<file path="src/rtl/riscv_fetch.sv">
// riscv_fetch: instruction fetch stage with a small prefetch queue.
//
// Walks word addresses from RESET_ADDR and keeps at most one request
// outstanding to instruction memory. Returned words are queued together
// with their addresses in a DEPTH-entry FIFO that the core drains through
// inst_valid/inst_ready. A one-cycle redirect pulse flushes the queue and
// restarts fetch at redirect_addr. A request that is in flight when the
// redirect arrives still has to be acked, but its data is thrown away.
//
// Optional feature macro: RISCV_FETCH_BYPASS_EN
//   When defined, a word acked while the queue is empty is presented to the
//   core combinationally in the ack cycle. If the core takes it in that
//   cycle, the word is never written to the queue.
//   When undefined, the core only ever sees queue registers, so a word
//   becomes visible one cycle after its ack.

module riscv_fetch #(
    parameter int unsigned DEPTH      = 4,
    parameter logic [31:0] RESET_ADDR = 32'h0
) (
    input  logic        clk,
    input  logic        rst,

    output logic        imem_req,
    output logic [31:0] imem_addr,
    input  logic        imem_ack,
    input  logic [31:0] imem_rdata,

    output logic        inst_valid,
    output logic [31:0] inst,
    output logic [31:0] inst_addr,
    input  logic        inst_ready,

    input  logic        redirect,
    input  logic [31:0] redirect_addr
);

    // Pointer width covers DEPTH entries. The count needs one extra bit so
    // it can hold the value DEPTH itself.
    localparam int unsigned PW = (DEPTH > 1) ? $clog2(DEPTH) : 1;
    localparam int unsigned CW = $clog2(DEPTH + 1);
    localparam logic [CW-1:0] FULL_COUNT = CW'(DEPTH);

    typedef enum logic [1:0] {
        ST_IDLE,
        ST_WAIT,
        ST_DROP
    } state_t;

    state_t        state;
    state_t        state_next;

    logic [31:0]   fpc;
    logic [31:0]   fpc_next;
    logic          imem_req_next;
    logic [31:0]   imem_addr_next;

    logic [CW-1:0] count;
    logic [CW-1:0] count_next;
    logic [PW-1:0] rd_ptr;
    logic [PW-1:0] wr_ptr;

    logic [31:0]   data_q [DEPTH];
    logic [31:0]   addr_q [DEPTH];

    logic          head_valid;
    logic          ack_live;
    logic          bypass_hit;
    logic          bypass_take;
    logic          fifo_wr;
    logic          fifo_rd;

    // Work out this cycle's queue traffic. The incoming word counts only
    // when the ack belongs to a live request and no redirect is flushing the
    // queue. A redirect also cancels any pop that happens in the same cycle.
    always_comb begin
        head_valid  = (count != '0);
        ack_live    = (state == ST_WAIT) && imem_ack && !redirect;
`ifdef RISCV_FETCH_BYPASS_EN
        bypass_hit  = ack_live && !head_valid;
        bypass_take = bypass_hit && inst_ready;
`else
        bypass_hit  = 1'b0;
        bypass_take = 1'b0;
`endif
        fifo_wr     = ack_live && !bypass_take;
        fifo_rd     = head_valid && inst_ready && !redirect;
        count_next  = count + CW'(fifo_wr) - CW'(fifo_rd);
    end

    // Drive the core-facing head. Queued words always take priority. The
    // live memory word is shown only when the queue is empty and the bypass
    // is active.
    always_comb begin
        inst_valid = head_valid || bypass_hit;
        if (head_valid || !bypass_hit) begin
            inst      = data_q[rd_ptr];
            inst_addr = addr_q[rd_ptr];
        end else begin
            inst      = imem_rdata;
            inst_addr = imem_addr;
        end
    end

    // Next state for the request FSM and the fetch pointer. A new request is
    // issued only when the queue is certain to have room for the reply, so
    // the queue can never overflow. When a redirect arrives, a request that
    // is still in flight is tracked to completion in DROP so its ack is not
    // mistaken for the first new word.
    always_comb begin
        state_next     = state;
        fpc_next       = fpc;
        imem_req_next  = imem_req;
        imem_addr_next = imem_addr;

        unique case (state)
            ST_IDLE: begin
                if (redirect) begin
                    fpc_next = redirect_addr;
                end else if (count < FULL_COUNT) begin
                    imem_req_next  = 1'b1;
                    imem_addr_next = fpc;
                    fpc_next       = fpc + 32'd1;
                    state_next     = ST_WAIT;
                end
            end

            ST_WAIT: begin
                if (redirect) begin
                    fpc_next = redirect_addr;
                    if (imem_ack) begin
                        imem_req_next = 1'b0;
                        state_next    = ST_IDLE;
                    end else begin
                        state_next    = ST_DROP;
                    end
                end else if (imem_ack) begin
                    if (count_next < FULL_COUNT) begin
                        imem_req_next  = 1'b1;
                        imem_addr_next = fpc;
                        fpc_next       = fpc + 32'd1;
                    end else begin
                        imem_req_next  = 1'b0;
                        state_next     = ST_IDLE;
                    end
                end
            end

            ST_DROP: begin
                if (redirect) begin
                    fpc_next = redirect_addr;
                end
                if (imem_ack) begin
                    imem_req_next = 1'b0;
                    state_next    = ST_IDLE;
                end
            end

            default: begin
                imem_req_next = 1'b0;
                state_next    = ST_IDLE;
            end
        endcase
    end

    // Register the FSM state, the fetch pointer and the memory request.
    // imem_addr is held steady for as long as imem_req is asserted.
    always_ff @(posedge clk or posedge rst) begin
        if (rst) begin
            state     <= ST_IDLE;
            fpc       <= RESET_ADDR;
            imem_req  <= 1'b0;
            imem_addr <= RESET_ADDR;
        end else begin
            state     <= state_next;
            fpc       <= fpc_next;
            imem_req  <= imem_req_next;
            imem_addr <= imem_addr_next;
        end
    end

    // Queue occupancy and pointers. A redirect empties the queue by setting
    // both pointers back to zero, so any stale entries become unreachable.
    always_ff @(posedge clk or posedge rst) begin
        if (rst) begin
            count  <= '0;
            rd_ptr <= '0;
            wr_ptr <= '0;
        end else if (redirect) begin
            count  <= '0;
            rd_ptr <= '0;
            wr_ptr <= '0;
        end else begin
            count <= count_next;
            if (fifo_wr) begin
                wr_ptr <= wr_ptr + PW'(1);
            end
            if (fifo_rd) begin
                rd_ptr <= rd_ptr + PW'(1);
            end
        end
    end

    // Queue storage. Each entry holds the word together with the address it
    // was fetched from. The storage is cleared on reset so the head reads as
    // zero straight out of reset.
    always_ff @(posedge clk or posedge rst) begin
        if (rst) begin
            for (int i = 0; i < int'(DEPTH); i++) begin
                data_q[i] <= '0;
                addr_q[i] <= '0;
            end
        end else if (fifo_wr) begin
            data_q[wr_ptr] <= imem_rdata;
            addr_q[wr_ptr] <= imem_addr;
        end
    end

endmodule

</file>
<file path="config.mk">
export PLATFORM = sky130hd
export DESIGN_NAME = riscv_fetch
export DESIGN_NICKNAME = d
export VERILOG_FILES = /design/src/rtl/riscv_fetch.sv
export SDC_FILE = /design/constraint.sdc
export NUM_CORES = 1
export LEC_CHECK = 0
export CELL_PAD_IN_SITES_DETAIL_PLACEMENT = 0
export CELL_PAD_IN_SITES_GLOBAL_PLACEMENT = 2
export CORE_MARGIN = 4
export CORE_UTILIZATION = 40
export DETAILED_ROUTE_END_ITERATION = 10
export PLACE_DENSITY = 0.91
export SLEW_MARGIN = 20
export SYNTH_ARGS = -nofsm -noshare
export SYNTH_HDL_FRONTEND = slang
export SYNTH_SLANG_ARGS = --single-unit
</file>
<file path="constraint.sdc">
create_clock -name clk -period 12.8 [get_ports clk]
set_clock_uncertainty 0.1 [all_clocks]
set_input_delay 2.56 -clock clk [delete_from_list [all_inputs] [get_ports clk]]
set_output_delay 2.56 -clock clk [all_outputs]
set_load 0.005 [all_outputs]
</file>
---- Word-level counts from Yosys, hierarchy flattened ----
Cells that the tools add are included.
storage, ports and cells
  output and inout bits ................... 98
  flip-flop bits (word level) ............. 330
  logic and storage cells ................. 99
  bits of input ports ..................... 69
cells by class
  $add $sub $neg .......................... 5
  bitwise gates (word level) .............. 2
  reductions and logical operators ........ 16
  order comparisons ....................... 5
  multiplexer cells ....................... 43
  eq/ne operators ......................... 13
operators by type and width
  cell                   number
  $mux 32                16
  $bwmux 128             2
  $bmux 32 s2            2
  $pmux 32 s3            1
  $demux 32 s2           1
  $pmux 32 s2            1
  $add 32x1->32 const B  1
  $mux 2                 11
  $ne 2x2->1 const B     6
  $reduce_and 5->1       2
  $ne 3x3->1 const B     3
  $ge 3x3->1 const B     2
  $lt 3x3->1 const B     2
  $mux 1                 6
  $not 2->3              2
  $pmux 2 s3             1
  $reduce_and 6->1       1
  $reduce_bool 2->1      3
  $reduce_bool 3->1      2
  $logic_and 1x1->1      5
  $add 2x1->2 const B    2
  $add 3x1->3            1
  $lt 3x1->1 const B     1
  $mux 3                 1
  other kinds (9)        9

---- Longest topological paths before layout ----
Gate-level depths: netlist of the first run.
  depth after elaboration ................. 10
  mapped depth ............................ 16
  depth with buffers taken out ............ 13

---- Least setup slack after synthesis of the first run ----
OpenSTA, ideal clock, no wires.
  path type ............................... input to register
  start ................................... input redirect
  end ..................................... register imem_addr[10]
  data arrival time ....................... 5256 ps
  cell stages on the path ................. 14
  setup time .............................. 125 ps
  buffers on the path ..................... 3
  setup slack ............................. 7319 ps
  required time ........................... 12575 ps
  path through ............................ clkbuf_1 clkbuf_1 nor2_1 ha_1 inv_1 ha_1 inv_1 fa_1 xor2_2 o21a_1 o22ai_1 nand2_1 buf_2 mux2_2
between the ends
  word-level cells in the longest chain between the ends .. 7
  elaborated cells between the ends (all ways) .. 10
  classes of those cells .................. add/sub (2); order compare (1); eq/ne (3); reduce/logical (4)
RTL lines
  item                                   RTL line  source
  start: declaration                     34        input logic redirect,
  $logic_not 1->1                        78, 87
  $logic_and 1x1->1                      78        ack_live = (state == ST_WAIT) && imem_ack && !redirect;
  $add 3x1->3                            88        count_next = count + CW'(fifo_wr) - CW'(fifo_rd);
  $sub 3x1->3                            88
  $lt 3x3->1                             138       if (count_next < FULL_COUNT) begin
  $ne 2x1->1 (no source line)            n/a
  $reduce_and 6->1 (no source line) (*)  n/a
  end signal: assignment                 178       imem_addr <= imem_addr_next;
  end: declaration                       25        output logic [31:0] imem_addr,
Mark *: on every way between the ends. The rest lies on a longest branch, timed or not.
A chain may end at the register's enable or synchronous reset.

---- Final worst setup path of the first run ----
  start ................................... input redirect
  end ..................................... register fpc[28]
between the ends
  word-level cells in the longest chain between the ends .. 7
  elaborated cells between the ends (all ways) .. 14
  classes of those cells .................. add/sub (2); order compare (1); eq/ne (4); mux (3); reduce/logical (4)
RTL lines
  item                               RTL line  source
  $logic_not 1->1                    78, 87
  $logic_and 1x1->1                  78
  $add 3x1->3                        88
  $sub 3x1->3                        88
  $lt 3x3->1                         138
  $ne 3x2->1 (no source line)        n/a
  $reduce_and 5->1 (no source line)  n/a
  end signal: assignment             176       fpc <= fpc_next;
  end: declaration                   53        logic [31:0] fpc;
Parallel ways exist; a longest one is shown, timed or not.

==> results of run 1 <==
cell families after synthesis:
kind of cell / Yosys count / share of synthesized area
mux: 352 / 0.314
flops: 330 / 0.554
simple gates: 147 / 0.0502
compound gates: 108 / 0.0463
buf+inv: 79 / 0.0251
fa+ha+maj: 8 / 0.00722
xor+xnor: 5 / 0.00344
Yosys cell counts, types with 3 or more instances:
master	instances	area [µm²]
a211oi_1	10	75.1
a21oi_1	35	175
a2bb2oi_1	3	26.3
a31oi_1	3	18.8
and2_1	4	25.0
and3_1	8	50.1
and4_1	5	43.8
buf_1	5	18.8
buf_2	50	250
clkbuf_1	11	41.3
dfrtp_1	330	8260
ha_1	7	87.6
inv_1	10	37.5
mux2_2	286	3220
mux4_2	64	1440
nand2_1	42	158
nand2_2	4	25.0
nand3_1	16	80.1
nand4_1	8	50.1
nor2_1	35	131
nor2b_1	4	25.0
nor3_1	5	25.0
o21ai_0	19	95.1
o22ai_1	9	56.3
o2bb2ai_1	5	43.8
o31ai_1	3	22.5
o32ai_1	4	35.0
or3_1	3	18.8
xor2_1	3	26.3
final cells by class:
class	count	area share
flip-flops and latches	330	0.454
multi-input cells	620	0.346
repair buffers	174	0.0952
clock buffers	54	0.0611
well taps	468	0.0321
clock inverters	11	0.00872
inverters	10	0.00275
worst paths after layout:
check	to	slack (ns)	cells after the start
min reg2reg	addr_q[69]	0.40	1
max in group asynchronous	rd_ptr[0]	8.54	3
max reg2reg	fpc[28]	8.80	13
min in group asynchronous	addr_q[1]	2.43	2
min	addr_q[69]	0.40	1
max	fpc[28]	6.54	13
routing by layer:
metal  vias to the layer above  share of wire  GRT usage
met4                         0          0.021     0.0435
met3                        48          0.042     0.0318
met5                         -              0          0
met2                       196           0.48      0.278
met1                      4850           0.45      0.239
li1                       4140              -          -
worst register-to-register path: cells and delay by family (launching register included):
kind	cells	cell delay, ns
flip-flops	1	0.55
AO/OA/AOI/OAI	2	0.38
buffers and inverters	3	0.20
adder cells (fa/ha/maj)	3	0.81
multiplexers	1	0.34
AND/OR/NAND/NOR	3	1.24
XOR/XNOR	1	0.28
report_power, final:
part           switching [mW]  internal [mW]
sequential              0.292           1.37
clock                   0.420          0.683
combinational           0.469          0.855
total                    1.18           2.91
state kept, by name, indices dropped and copies added (netlist names):
| signal | cells |
|---|---|
| imem_req | 1 |
| imem_addr | 32 |
| count | 3 |
| data_q | 128 |
| rd_ptr | 2 |
| fpc | 32 |
| wr_ptr | 2 |
| addr_q | 128 |
| state | 2 |
==> key figures, run 1 <==
Routing
  • Drt pass-1 iters: 4
  • Post-route ant nets: 0
  • Avg WL per Cell: 20.7 µm
  • Vias per inst: 5.54
  • DRT iter0 DRCs: 470
  • Detailed-route via count: 9234
  • Final WL: 34500 µm
  • DRC: 0

Logic synthesis
  • Mapped Nets: 1106
  • Post-synth ARST share: 1.00
  • Post-Syn Area: 14900 µm²
  • Mapped Cells: 1029
  • Post-Syn Area per Cell: 14.5 µm²
  • Synth warn: 0
  • Number of synthesized flops with an enable pin: 0
  • Main synth FF type: dfrtp_1
  • Synth Register Bits: 330
  • Synth cell types: 56
  • Post-synthesis sequential area ratio: 0.554

Setup path
  • Critical path fanouts, max: 21
  • Crit Path Class: input port to register
  • CP max stage cell: clkdlybuf4s50_1
  • Critical R2R Launch: state[0]
  • CP required: 13.12 ns
  • Largest delay contributor family on the critical path: simple AND/OR/NAND/NOR gates
  • CP bufs+invs: 4
  • CP peak stage delay: 0.78 ns
  • Crit. Startpoint: redirect
  • Type of origin of the critical path: input port
  • Crit path arrival time: 6.59 ns
  • Crit-path cells: clkdlybuf4s50_1, nor3_4, inv_1, ha_1, inv_1, ha_1, inv_1, fa_1, xor2_2, mux2i_1, and2_1, o31ai_1, a311oi_1
  • Critical Path Most Common Cell: inv_1
  • Crit. End Element: register

Timing
  • Final Critical Period: 6.26 ns
  • Final Hold Fails: 0
  • Final setup vio count: 0
  • Period utilisation layout: 0.489
  • Highest Clock Rate: 160 MHz
  • RSZ-0062 raised after global routing: no
  • Worst Tran Pin Value: 1.11 ns
  • Min Hold Slack: 0.398 ns
  • Slew headroom: 0.260
  • Final TNS setup: 0 ns
  • Final setup margin: 6.54 ns
  • Max Slew Vio Count: 0

Cells and area
  • Most frequent cells in the layout: dfrtp_1, mux2_2, clkdlybuf4s50_1
  • Final nets: 1251
  • Share of cells above drive strength 1: 0.358
  • Area grow syn2layout: 22.1%
  • FILL cells: 3145
  • Post-route insts no fill: 1667
  • Design area: 18200 µm²
  • Multi-input logic area: 6310 µm²
  • Ant. Diodes: 0
  • Most common cell after layout, fill and taps aside: dfrtp_1
  • Sequential cell area: 8270 µm²
  • Final Util: 0.496

GRT
  • Initial antenna violation count: 0
  • Total grt overflow: 0
  • First-pass GRT wire length: 55800 µm
  • GRT Overall Usage: 0.171
  • Vias in the first global route: 9688
  • Largest net degree at the start of global routing: 179

Pwr
  • Worst VDD drop: 0.116 mV
  • Leak Pwr: 8.03 nW
  • Final Power: 4.09 mW
  • PwrDens: 224 nW/µm²

Clock network
  • # hold bufs at CTS: 0
  • Post-CTS sizing: 0
  • CTS HTree Levels: 2
  • Clk_lat worst skew: 0.53 ns
  • Post-CTS setup buffer count: 0
  • Root Buffer: clkbuf_16
  • Clock Path Buffers: 3
  • CTS clk-pin slew, worst paths: 0.06 ns
  • Number of CTS-inserted buffers: 38
  • CTS tree: yes
  • CTS sink count: 330

Die
  • Cell Rows: 70
  • Number of top-level pins: 167
  • Core Region: 36700 µm²
  • Initial core utilization: 0.406
  • Vertical die dimension: 201 µm
  • DIE WIDTH: 201 µm
  • Die area: 40400 µm²

Placement
  • Post-DP HPWL: 21300 µm
  • Worst slack, placed: 6.01 ns
  • Post-Place Cells: 1602
  • GPL Wtd Cong: 0.792
  • Cell Area, Placed: 16900 µm²
  • IO buf count: 166

Min path
  • Hold Startpoint: addr_q[69]
  • Type of the most critical hold path: register to register

Run
  • Maxcap violations: 0

Status
  • Status: completed
Note: power is estimated with default switching activity, not from simulation.
==> run 2: changes to the inputs <==
==> constraint.sdc (replaced) <==
create_clock -name clk -period 6.2 [get_ports clk]
set_clock_uncertainty 0.1 [all_clocks]
set_input_delay 1.24 -clock clk [delete_from_list [all_inputs] [get_ports clk]]
set_output_delay 1.24 -clock clk [all_outputs]
set_load 0.005 [all_outputs]
==> key figures, run 2 (same netlist as run 1, synthesis figures left out) <==
Setup path
  • Crit-path cells: clkdlybuf4s50_1, nand2_1, nor3_4, inv_1, ha_1, inv_1, ha_1, inv_1, fa_1, xor2_2, mux2i_1, nand2_1, buf_4, nand3_1, nand4_1 (was clkdlybuf4s50_1, nor3_4, inv_1, ha_1, inv_1, ha_1, inv_1, fa_1, xor2_2, mux2i_1, and2_1, o31ai_1, a311oi_1)
  • CP required: 6.49 ns (was 13.12 ns)
  • CP bufs+invs: 5 (was 4)
  • Reg2reg path depth: 14 (was 13)
  • Crit Path Class: input port to register (unchanged)
  • CP peak stage delay: 0.61 ns (was 0.78 ns)
  • Critical path fanouts, max: 26 (was 21)
  • Crit path arrival time: 5.24 ns (was 6.59 ns)
  • Largest delay contributor family on the critical path: simple AND/OR/NAND/NOR gates (unchanged)
  • Crit. Startpoint: imem_ack (was redirect)
  • Critical Path Most Common Cell: inv_1 (unchanged)
  • Setup slack, reg-to-reg: 2.01 ns (was 8.80 ns)
  • Critical R2R Launch: state[0] (unchanged)
  • Stages on the worst setup path: 15 (was 13)
  • CP max stage cell: clkdlybuf4s50_1 (unchanged)
  • Crit. End Element: register (unchanged)
  • Type of origin of the critical path: input port (unchanged)

Timing
  • Worst Tran Pin Value: 0.919 ns (was 1.11 ns)
  • Slew headroom: 0.387 (was 0.260)
  • Final setup vio count: 0 (unchanged)
  • Final Critical Period: 4.95 ns
  • Period utilisation layout: 0.798
  • Highest Clock Rate: 202 MHz
  • Max Slew Vio Count: 0 (unchanged)
  • RSZ-0062 raised after global routing: no (unchanged)
  • Final Hold Fails: 0 (unchanged)
  • Final TNS setup: 0 ns (unchanged)
  • Min Hold Slack: 0.399 ns (was 0.398 ns)

Die
  • Vertical die dimension: 201 µm (unchanged)
  • DIE WIDTH: 201 µm (unchanged)
  • Cell Rows: 70 (unchanged)
  • Core Region: 36700 µm² (unchanged)
  • Initial core utilization: 0.406 (unchanged)
  • Number of top-level pins: 167 (unchanged)
  • Die area: 40400 µm² (unchanged)

Clock network
  • CTS tree: yes (unchanged)
  • Post-CTS setup buffer count: 0 (unchanged)
  • Clock Path Buffers: 3 (unchanged)
  • Post-CTS sizing: 0 (unchanged)
  • Number of CTS-inserted buffers: 38 (unchanged)
  • CTS HTree Levels: 2 (unchanged)
  • Root Buffer: clkbuf_16 (unchanged)
  • CTS sink count: 330 (unchanged)
  • # hold bufs at CTS: 0 (unchanged)
  • Clk_lat worst skew: 0.52 ns (was 0.53 ns)
  • CTS clk-pin slew, worst paths: 0.06 ns (about the same)

GRT
  • Initial antenna violation count: 0 (unchanged)
  • Vias in the first global route: 9547 (was 9688)
  • Total grt overflow: 0 (unchanged)
  • First-pass GRT wire length: 55500 µm (was 55800 µm)
  • Largest net degree at the start of global routing: 137 (was 179)
  • Met1 GRT Util: 0.243 (was 0.239)
  • Met3 Use GR: 0.0307 (was 0.0318)
  • Gr busiest metal: met2 (unchanged)
  • GR Util met2: 0.271 (was 0.278)
  • GRT Overall Usage: 0.169 (was 0.171)

Routing
  • Post-route ant nets: 0 (unchanged)
  • Detailed-route via count: 9180 (was 9234)
  • Vias per inst: 5.47 (was 5.54)
  • Drt pass-1 iters: 4 (unchanged)
  • Avg WL per Cell: 20.6 µm (was 20.7 µm)
  • DRT iter0 DRCs: 378 (was 470)
  • Final WL: 34500 µm (about the same)
  • DRC: 0 (unchanged)

Cells and area
  • Ant. Diodes: 0 (unchanged)
  • Most frequent cells in the layout: dfrtp_1, mux2_2, clkdlybuf4s50_1 (unchanged)
  • Area grow syn2layout: 23.1% (was 22.1%)
  • Final Util: 0.500 (was 0.496)
  • Share of cells above drive strength 1: 0.361 (was 0.358)
  • Most common cell after layout, fill and taps aside: dfrtp_1 (unchanged)
  • Final nets: 1257 (was 1251)
  • Biggest regs: addr_q (128), data_q (128) (unchanged)

Pwr
  • Final Power: 8.54 mW (was 4.09 mW)
  • Leak Pwr: 8.09 nW (was 8.03 nW)
  • PwrDens: 465 nW/µm² (was 224 nW/µm²)
  • Worst VDD drop: 0.242 mV (was 0.116 mV)

Min path
  • Hold Path Cell Cnt: 1 (unchanged)
  • Hold Startpoint: data_q[53] (was addr_q[69])
  • Type of the most critical hold path: register to register (unchanged)

Placement
  • GPL Wtd Cong: 0.794 (was 0.792)
  • Post-DP HPWL: 22100 µm (was 21300 µm)
  • IO buf count: 166 (unchanged)

Run
  • Maxcap violations: 0 (unchanged)

Status
  • Status: completed (unchanged)
==> run 2: changes by cell type in the layout (fill, tap and decap cells not counted) <==
cell        previous run  this run
clkinv_2               6         5
clkbuf_1               7         9
inv_6                  1         0
buf_4                  7        11
buf_12                 1         3
clkinvlp_4             0         1
clkinv_8               1         0
bufinv_16              4         5
clkinv_4               0         1
clkbuf_16             39        41
==> run 2: area by class of cell <==
class                      count  area, µm²
fill                        3126      18300
sequential                   330       8270
multi-input combinational    620       6310
timing repair buffer         180       1800
clock buffer                  58       1170
tap                          468        586
clock inverter                11        184
inverter                      10       41.3
==> run 2: path summary, 6_finish.rpt <==
| kind | to |
|---|---|
| hold reg to reg | data_q[53] |
| setup / recovery | fpc[29] |
| max in group asynchronous | data_q[68] |
| hold / removal | data_q[53] |
| setup reg to reg | fpc[29] |
| min in group asynchronous | addr_q[97] |
==> run 2: stage by stage <==
step | setup slack (ns) | instances | instance area, µm²
4_1_cts | 1.26 | 1677 | 18400
3_5_place_dp | 0.711 | 1608 | 17000
6_report | 1.25 | 1677 | 18400
2_1_floorplan | 0.453 | 1029 | 14900
5_1_grt | 0.805 | 1677 | 18400
3_3_place_gp | 0.765 | 1608 | 17000
==> run 2: worst register-to-register path, stage by stage, from the launching register on <==
cell     delay, ns
dfrtp_1       0.55
nand2_1       0.19
nor3_4        0.40
inv_1         0.09
ha_1          0.28
inv_1         0.06
ha_1          0.13
inv_1         0.05
fa_1          0.39
xor2_2        0.27
mux2i_1       0.39
nand2_1       0.52
buf_4         0.42
nand3_1       0.12
nand4_1       0.11
==> run 2: where the power goes <==
part | internal [mW] | total [mW] | leakage (nW) | switching (mW)
registers | 2.82 | 3.45 | 4.23 | 0.629
logic | 1.77 | 2.72 | 3.19 | 0.945
clock network | 1.51 | 2.38 | 0.668 | 0.868
total | 6.10 | 8.54 | 8.09 | 2.44
==> run 2: metal layers <==
metal / up-vias / share of wire
li1: 4147 / -
met5: - / 0
met2: 167 / 0.48
met3: 36 / 0.036
met1: 4830 / 0.47
met4: 0 / 0.016
